## src/rtl/ecg_sample_feeder_pkg.sv

```systemverilog
// Shared widths, FSM encoding, error bit positions and output saturation
// helper for the ECG sample feeder.
package ecg_pkg;
  localparam int SAMPLE_W        = 9;
  localparam int ADC_W           = 12;
  localparam int MIN_GAP_DEFAULT = 128;
  localparam int ERR_OVERRUN     = 0;
  localparam int ERR_TIMEOUT     = 1;

  typedef logic signed [SAMPLE_W-1:0] sample_t;

  typedef enum logic [1:0] {
    IDLE      = 2'd0,
    WAIT_CONV = 2'd1,
    COMPUTE   = 2'd2
  } state_t;

  function automatic sample_t sat_sample(input logic signed [12:0] v);
    if (v > 13'sd255) return sample_t'(9'sd255);
    if (v < -13'sd256) return sample_t'(-9'sd256);
    return sample_t'(v[SAMPLE_W-1:0]);
  endfunction
endpackage

```

## src/rtl/ecg_sample_feeder_conv_tick_gen.sv

```systemverilog
// Free-running conversion pacer: down-counter reloaded on terminal count,
// giving a one-cycle tick every TICK_DIV clocks.
module conv_tick_gen #(
  parameter int TICK_DIV = 162500
) (
  input  logic clock,
  input  logic reset,
  output logic tick
);
  localparam int CW = (TICK_DIV > 1) ? $clog2(TICK_DIV) : 1;

  logic [CW-1:0] count;

  always_ff @(posedge clock) begin
    if (reset || tick) count <= CW'(TICK_DIV - 1);
    else               count <= count - CW'(1);
  end

  assign tick = (count == '0);
endmodule

```

## src/rtl/ecg_sample_feeder.sv

```systemverilog
// ECG front end: paces ADC conversions, boxcar-decimates, removes the DC midpoint
// and emits gap-limited 9-bit samples. DC_TRACK_EN selects a tracking baseline.
//
// state     | meaning
// IDLE      | waiting for the next conversion tick
// WAIT_CONV | conv_start issued, waiting for adc_valid or timeout
// COMPUTE   | two-cycle mean/offset then shift/saturate pipeline
module ecg_sample_feeder
  import ecg_pkg::*;
#(
  parameter int TICK_DIV     = 162500,
  parameter int DECIM_LOG2   = 2,
  parameter int MIN_GAP      = MIN_GAP_DEFAULT,
  parameter int CONV_TIMEOUT = 1024,
  parameter int ADC_MID      = 2048
) (
  input  logic        clock,
  input  logic        reset,
  output logic        conv_start,
  input  logic        adc_valid,
  input  logic [11:0] adc_data,
  input  logic        clear_err,
  output logic        ready,
  output logic [8:0]  x,
  output logic [1:0]  err,
  output logic        busy
);
  localparam int ACC_W = ADC_W + DECIM_LOG2;
  localparam int CNT_W = DECIM_LOG2 + 1;
  localparam int TMO_W = $clog2(CONV_TIMEOUT + 1);
  localparam int GAP_W = $clog2(MIN_GAP + 1);

  state_t             state_q, state_d;
  logic               tick, start, skip, take, timeout, last, load, emit, gap_ok;
  logic               phase_q;
  logic [TMO_W-1:0]   tmo_q;
  logic [ACC_W-1:0]   acc_q;
  logic [CNT_W-1:0]   cnt_q, cnt_inc;
  logic [ADC_W-1:0]   mean;
  logic signed [12:0] d_next, d_q;
  sample_t            pend_q, x_q;
  logic               pend_valid_q, ready_q, conv_start_q;
  logic [GAP_W-1:0]   gap_q;
  logic [1:0]         err_q, err_set;

  conv_tick_gen #(.TICK_DIV(TICK_DIV)) u_tick (
    .clock(clock),
    .reset(reset),
    .tick (tick)
  );

  always_ff @(posedge clock) begin
    if (reset) state_q <= IDLE;
    else       state_q <= state_d;
  end

  assign cnt_inc = cnt_q + CNT_W'(1);
  assign last    = (cnt_inc == CNT_W'(1 << DECIM_LOG2));

  always_comb begin
    state_d = state_q;
    case (state_q)
      IDLE: if (tick) state_d = WAIT_CONV;
      WAIT_CONV: begin
        if (adc_valid)           state_d = last ? COMPUTE : IDLE;
        else if (tmo_q == '0)    state_d = IDLE;
      end
      COMPUTE: if (phase_q) state_d = IDLE;
      default: state_d = IDLE;
    endcase
  end

  always_comb begin
    start   = 1'b0;
    skip    = 1'b0;
    take    = 1'b0;
    timeout = 1'b0;
    load    = 1'b0;
    busy    = 1'b1;
    case (state_q)
      IDLE: begin
        busy  = 1'b0;
        start = tick;
      end
      WAIT_CONV: begin
        skip    = tick;
        take    = adc_valid;
        timeout = !adc_valid && (tmo_q == '0);
      end
      COMPUTE: begin
        skip = tick;
        load = phase_q;
      end
      default: busy = 1'b0;
    endcase
  end

  assign mean = acc_q[ACC_W-1:DECIM_LOG2];

`ifdef DC_TRACK_EN
  // Baseline is 12.4 fixed point; d uses the value from before this update.
  logic [15:0]        base_q;
  logic signed [17:0] base_diff;

  assign d_next    = $signed({1'b0, mean}) - $signed({1'b0, base_q[15:4]});
  assign base_diff = $signed({2'b00, mean, 4'b0000}) - $signed({2'b00, base_q});

  always_ff @(posedge clock) begin
    if (reset)                               base_q <= 16'(ADC_MID << 4);
    else if (state_q == COMPUTE && !phase_q) base_q <= base_q + 16'(base_diff >>> 6);
  end
`else
  assign d_next = $signed({1'b0, mean}) - $signed(13'(ADC_MID));
`endif

  assign gap_ok = (gap_q == GAP_W'(MIN_GAP - 1));
  assign emit   = pend_valid_q && gap_ok;

  // A result landing in the same cycle the old one leaves is not an overrun.
  assign err_set[ERR_OVERRUN] = skip || (load && pend_valid_q && !emit);
  assign err_set[ERR_TIMEOUT] = timeout;

  always_ff @(posedge clock) begin
    if (reset) begin
      conv_start_q <= 1'b0;
      phase_q      <= 1'b0;
      tmo_q        <= TMO_W'(CONV_TIMEOUT - 1);
      acc_q        <= '0;
      cnt_q        <= '0;
      d_q          <= '0;
      pend_q       <= '0;
      pend_valid_q <= 1'b0;
      gap_q        <= '0;
      ready_q      <= 1'b0;
      x_q          <= '0;
      err_q        <= '0;
    end else begin
      conv_start_q <= start;
      phase_q      <= (state_q == COMPUTE) && !phase_q;
      tmo_q        <= (state_q == WAIT_CONV) ? tmo_q - TMO_W'(1) : TMO_W'(CONV_TIMEOUT - 1);
      if (take) begin
        acc_q <= acc_q + ACC_W'(adc_data);
        cnt_q <= cnt_inc;
      end else if (load) begin
        acc_q <= '0;
        cnt_q <= '0;
      end
      if (state_q == COMPUTE && !phase_q) d_q <= d_next;
      if (load) begin
        pend_q       <= sat_sample(d_q >>> 3);
        pend_valid_q <= 1'b1;
      end else if (emit) begin
        pend_valid_q <= 1'b0;
      end
      if (emit)         gap_q <= '0;
      else if (!gap_ok) gap_q <= gap_q + GAP_W'(1);
      ready_q <= emit;
      if (emit) x_q <= pend_q;
      err_q <= (err_q & ~{2{clear_err}}) | err_set;
    end
  end

  assign conv_start = conv_start_q;
  assign ready      = ready_q;
  assign x          = x_q;
  assign err        = err_q;
endmodule

```

## config.mk

```make
export PLATFORM = sky130hd
export DESIGN_NAME = ecg_sample_feeder
export DESIGN_NICKNAME = d
export VERILOG_FILES = /design/src/rtl/ecg_sample_feeder_pkg.sv /design/src/rtl/ecg_sample_feeder_conv_tick_gen.sv /design/src/rtl/ecg_sample_feeder.sv
export SDC_FILE = /design/constraint.sdc
export NUM_CORES = 1
export LEC_CHECK = 0
export BUFFER_PORTS_ARGS = -buffer_cell sky130_fd_sc_hd__buf_4
export CAP_MARGIN = 10
export CORE_AREA = 2 2 122 124
export CTS_BUF_LIST = sky130_fd_sc_hd__clkbuf_8
export DETAILED_ROUTE_END_ITERATION = 12
export DIE_AREA = 0 0 124 126
export GPL_TIMING_DRIVEN = 0
export SLEW_MARGIN = 20
export SYNTH_ARGS = -nofsm -noshare
export SYNTH_HDL_FRONTEND = slang
export SYNTH_SLANG_ARGS = --single-unit
```

## constraint.sdc

```tcl
create_clock -name clock -period 2.1 [get_ports clock]
set_input_delay 0.42 -clock clock [delete_from_list [all_inputs] [get_ports clock]]
set_output_delay 0.42 -clock clock [all_outputs]
set_load 0.01 [all_outputs]
```

==> results.sh <==
export IMPL_outcome="finished, final reports clean"
export IMPL_clkPwrFrac_pct=35.2
export IMPL_synth_top_family_by_area="simple AND/OR/NAND/NOR gates"
export IMPL_antenna_found_initial=0
export IMPL_seqPwrFrac_pct=60.0
export IMPL_grt_pass1_wl_um=14300
export IMPL_p_sw_share_pct=22.9
export IMPL_numCtsBuffers=9
export IMPL_maxSlewViolCount=0
export IMPL_critPathSlowestCell="mux2_2"
export IMPL_power_frac_comb_pct=4.8
export IMPL_vdd_drop_max_uv=261
export IMPL_grt_usage_pct=11.4
export IMPL_die_h_um=126
export IMPL_slew_headroom_pct=53.8
export IMPL_syn_area_um2=3950
export IMPL_dieArea_um2=15600
export IMPL_syn2layout_area_growth_pct=17.9
export IMPL_diodes=0
export IMPL_fmax_mhz=501
export IMPL_cp_start_kind="register"
export IMPL_routedWlPerCell_um=12.6
export IMPL_finalSetupViolations=0
export IMPL_drc=0
export IMPL_cts_root_buffer="clkbuf_8"
export IMPL_dp_cells=653
export IMPL_finalSetupTns_ns=0
export IMPL_ant_nets=0
export IMPL_async_flop_share_pct=0
export IMPL_period_minus_slack_ns=1.99
export IMPL_row_count=44
export IMPL_hpwlAfterDp_um=6320
export IMPL_core_area_um2=14300
export IMPL_slowest_delay_ns=0.35
export IMPL_finalCritPeriodShare_pct=95.0
export IMPL_path_class="reg2reg"
export IMPL_synth_area_per_cell_um2=8.98
export IMPL_synthAdderAreaFrac_pct=7.15
export IMPL_tritoncts="done"
export IMPL_synth_compound_area_share_pct=15.4
export IMPL_endpoint_kind="register"
export IMPL_synthXorXnorAreaFrac_pct=6.65
export IMPL_netlist_instances=440
export IMPL_first_pass_iters=4
export IMPL_initial_core_util_pct=27.6
export IMPL_gr_total_overflow=0
export IMPL_synth_edf_count=0
export IMPL_vias=3173
export IMPL_p_sw_uw=654
export IMPL_io_buffers=29
export IMPL_holdBufCountCts=0
export IMPL_fin_skew_ns=0.00955
export IMPL_ys_types=51
export IMPL_layout_drive_gt1_share_pct=15.4
export IMPL_viasPerCell=4.73
export IMPL_rsz0062_at_grt="true"
export IMPL_clk_pin_slew_ns=0.08
export IMPL_ys_seq_elements=89
export IMPL_ys_seq_area_share_pct=45.1
export IMPL_place_congestion=0.810
export IMPL_crit_chain="ha_1 -> a21oi_1 -> nand4b_1 -> a21boi_2 -> a21boi_2 -> a21oi_1 -> mux2_2"
export IMPL_min_path_type="in2reg"
export IMPL_grt_pass1_vias=3154
export IMPL_grt_max_degree=14
export IMPL_postSynthNetCount=478
export IMPL_max_cap_viol_count=0
export IMPL_synth_simple_gate_area_share_pct=22.3
export IMPL_required_ns=2.34
export IMPL_synth_flop_cell="dfxtp_1"
export IMPL_yosys_warnings=0
export IMPL_worstPathArrival_ns=2.24
export IMPL_synthMuxAreaShare_pct=0.791
export IMPL_drt_initial_drc_count=133
export IMPL_die_width_um=124
export IMPL_intPower_mw=2.21
export IMPL_tightest_slew_ns=0.693
export IMPL_htreeDepth=3
export IMPL_hold_viol_final=0
export IMPL_cts_sinks=89
export IMPL_p_leak_nw=1.81
export IMPL_clkLatencyLatePin_ns=0.35
export IMPL_power_density_nw_per_um2=614
export IMPL_cp_max_fo=4
export IMPL_wl_um=8480
export IMPL_ios=30
export IMPL_fin_cells=671
export IMPL_pre_cts_slack_ns=-0.475
export IMPL_nets=521
export IMPL_clock_path_buffers=2
export IMPL_layout_setup_ws_ns=0.105
cells by family (layout without fill, tap and decap cells):
family          after synthesis  count (layout)
fa+ha+maj                    22              22
buf+inv                      26              73
xor+xnor                     30              30
compound gates               95              95
simple gates                175             175
mux                           3               3
flops                        89              89
layout make-up:
type / instances / area [µm²]
flip-flops and latches: 89 / 1790
fillers: 1515 / 9660
repair buffers: 33 / 248
multi-input cells: 325 / 2130
clock inverters: 5 / 23.8
clock buffers: 10 / 138
well taps: 184 / 230
plain buffers: 12 / 50.0
inverters: 13 / 48.8
power by group through the flow:
stage,clock (mW),combinational (mW),sequential (mW)
6_report,1.01,0.138,1.72
5_1_grt,1.12,0.156,1.72
4_1_cts,1.05,0.136,1.72
3_5_place_dp,0,0.134,1.75
3_3_place_gp,0,0.130,1.75
2_1_floorplan,0,0.0863,1.75
worst max-delay path: cells and delay by family (launching register included):
| family | cells | cell delay [ns] |
|---|---|---|
| fa+ha+maj | 1 | 0.28 |
| flops | 1 | 0.33 |
| simple gates | 1 | 0.21 |
| compound gates | 4 | 0.72 |
| mux | 1 | 0.35 |
metal layers:
layer,track usage (%),up-vias,wire (µm)
li1,-,1616,-
met1,13.6,1513,3750
met2,19.8,35,4320
met3,3.31,9,306
met4,3.24,0,102
met5,0,-,0
synthesized netlist by cell type (2+ instances only):
library cell / instances / area, µm²
clkbuf_1: 9 / 33.8
nand2_1: 61 / 229
nor4_4: 2 / 42.5
o211ai_1: 2 / 15.0
a22oi_1: 5 / 37.5
xnor2_1: 23 / 201
ha_1: 21 / 263
a32oi_1: 2 / 17.5
and2_1: 5 / 31.3
inv_1: 13 / 48.8
o21ai_0: 9 / 45.0
a21boi_0: 3 / 22.5
o21a_1: 4 / 30.0
and3_1: 7 / 43.8
nand3_1: 10 / 50.1
or3_1: 4 / 25.0
buf_1: 2 / 7.51
a21oi_1: 43 / 215
or4_1: 2 / 15.0
nor4_1: 3 / 18.8
nor3_1: 11 / 55.1
mux2i_1: 2 / 20.0
xor2_1: 7 / 61.3
a221oi_1: 2 / 17.5
or4_4: 3 / 33.8
a211o_1: 2 / 17.5
nand2b_1: 10 / 62.6
o31ai_1: 2 / 15.0
a22o_1: 13 / 114
nor2_1: 43 / 161
dfxtp_1: 89 / 1780
a21o_1: 4 / 30.0
nor2b_1: 4 / 25.0
path summary, 6_finish.rpt:
check | start | endpoint | slack (ns) | depth (start not counted)
max | acc_q[1] | acc_q[13] | 0.11 | 7
min | clear_err | err[0] | 0.34 | 3
max reg2reg | acc_q[1] | acc_q[13] | 0.11 | 7
min reg2reg | tmo_q[0] | tmo_q[0] | 0.41 | 1
sequential cells by signal (all words and copies together) (netlist names):
name          count
gap_q             8
phase_q           1
u_tick.count     18
pend_q            9
cnt_q             3
tmo_q            11
ready             1
state_q           2
pend_valid_q      1
d_q               9
err               2
acc_q            14
x                 9
conv_start        1
timing repair:
action,4_1_cts,5_1_grt
pin swaps,1,1
endpoints found under the setup margin,7,38
resized for setup,6,14
buffers inserted,1,3
metrics by stage:
stage / hold WS (ns) / total power [mW] / utilization [%] / instance area, µm²
floorplan: 0.371 / 1.84 / - / 3950
global placement: 0.381 / 1.88 / 30.7 / 4400
detailed placement: 0.394 / 1.89 / 30.7 / 4400
CTS: 0.315 / 2.90 / 32.1 / 4590
global route: 0.335 / 3.00 / 32.5 / 4660
finish: 0.336 / 2.86 / 32.5 / 4660
layout by cell type (no fill, tap or decap), types with 2 or more instances in the layout:
cell type | Yosys | layout
a211o_1 | 2 | 2
a21boi_2 | 0 | 2
a21o_1 | 4 | 4
a21oi_1 | 43 | 41
a21oi_2 | 0 | 2
a221oi_2 | 0 | 2
a22o_1 | 13 | 13
a22oi_1 | 5 | 5
a32oi_1 | 2 | 2
and2_1 | 5 | 5
and3_1 | 7 | 7
buf_1 | 2 | 2
buf_4 | 1 | 34
clkbuf_1 | 9 | 8
clkbuf_8 | 0 | 10
clkinv_2 | 0 | 4
dfxtp_1 | 89 | 86
dfxtp_2 | 0 | 3
ha_1 | 21 | 19
inv_1 | 13 | 14
mux2i_1 | 2 | 2
nand2_1 | 61 | 61
nand2b_1 | 10 | 9
nand3_1 | 10 | 10
nor2_1 | 43 | 42
nor2b_1 | 4 | 4
nor3_1 | 11 | 10
nor4_1 | 3 | 3
nor4_4 | 2 | 2
o211ai_1 | 2 | 2
o21a_1 | 4 | 4
o21ai_0 | 9 | 8
o21ai_1 | 1 | 2
o31ai_1 | 2 | 2
or3_1 | 4 | 4
or4_1 | 2 | 2
or4_4 | 3 | 3
xnor2_1 | 23 | 23
xor2_1 | 7 | 7
No activity file was read; power rests on OpenSTA's default activity.
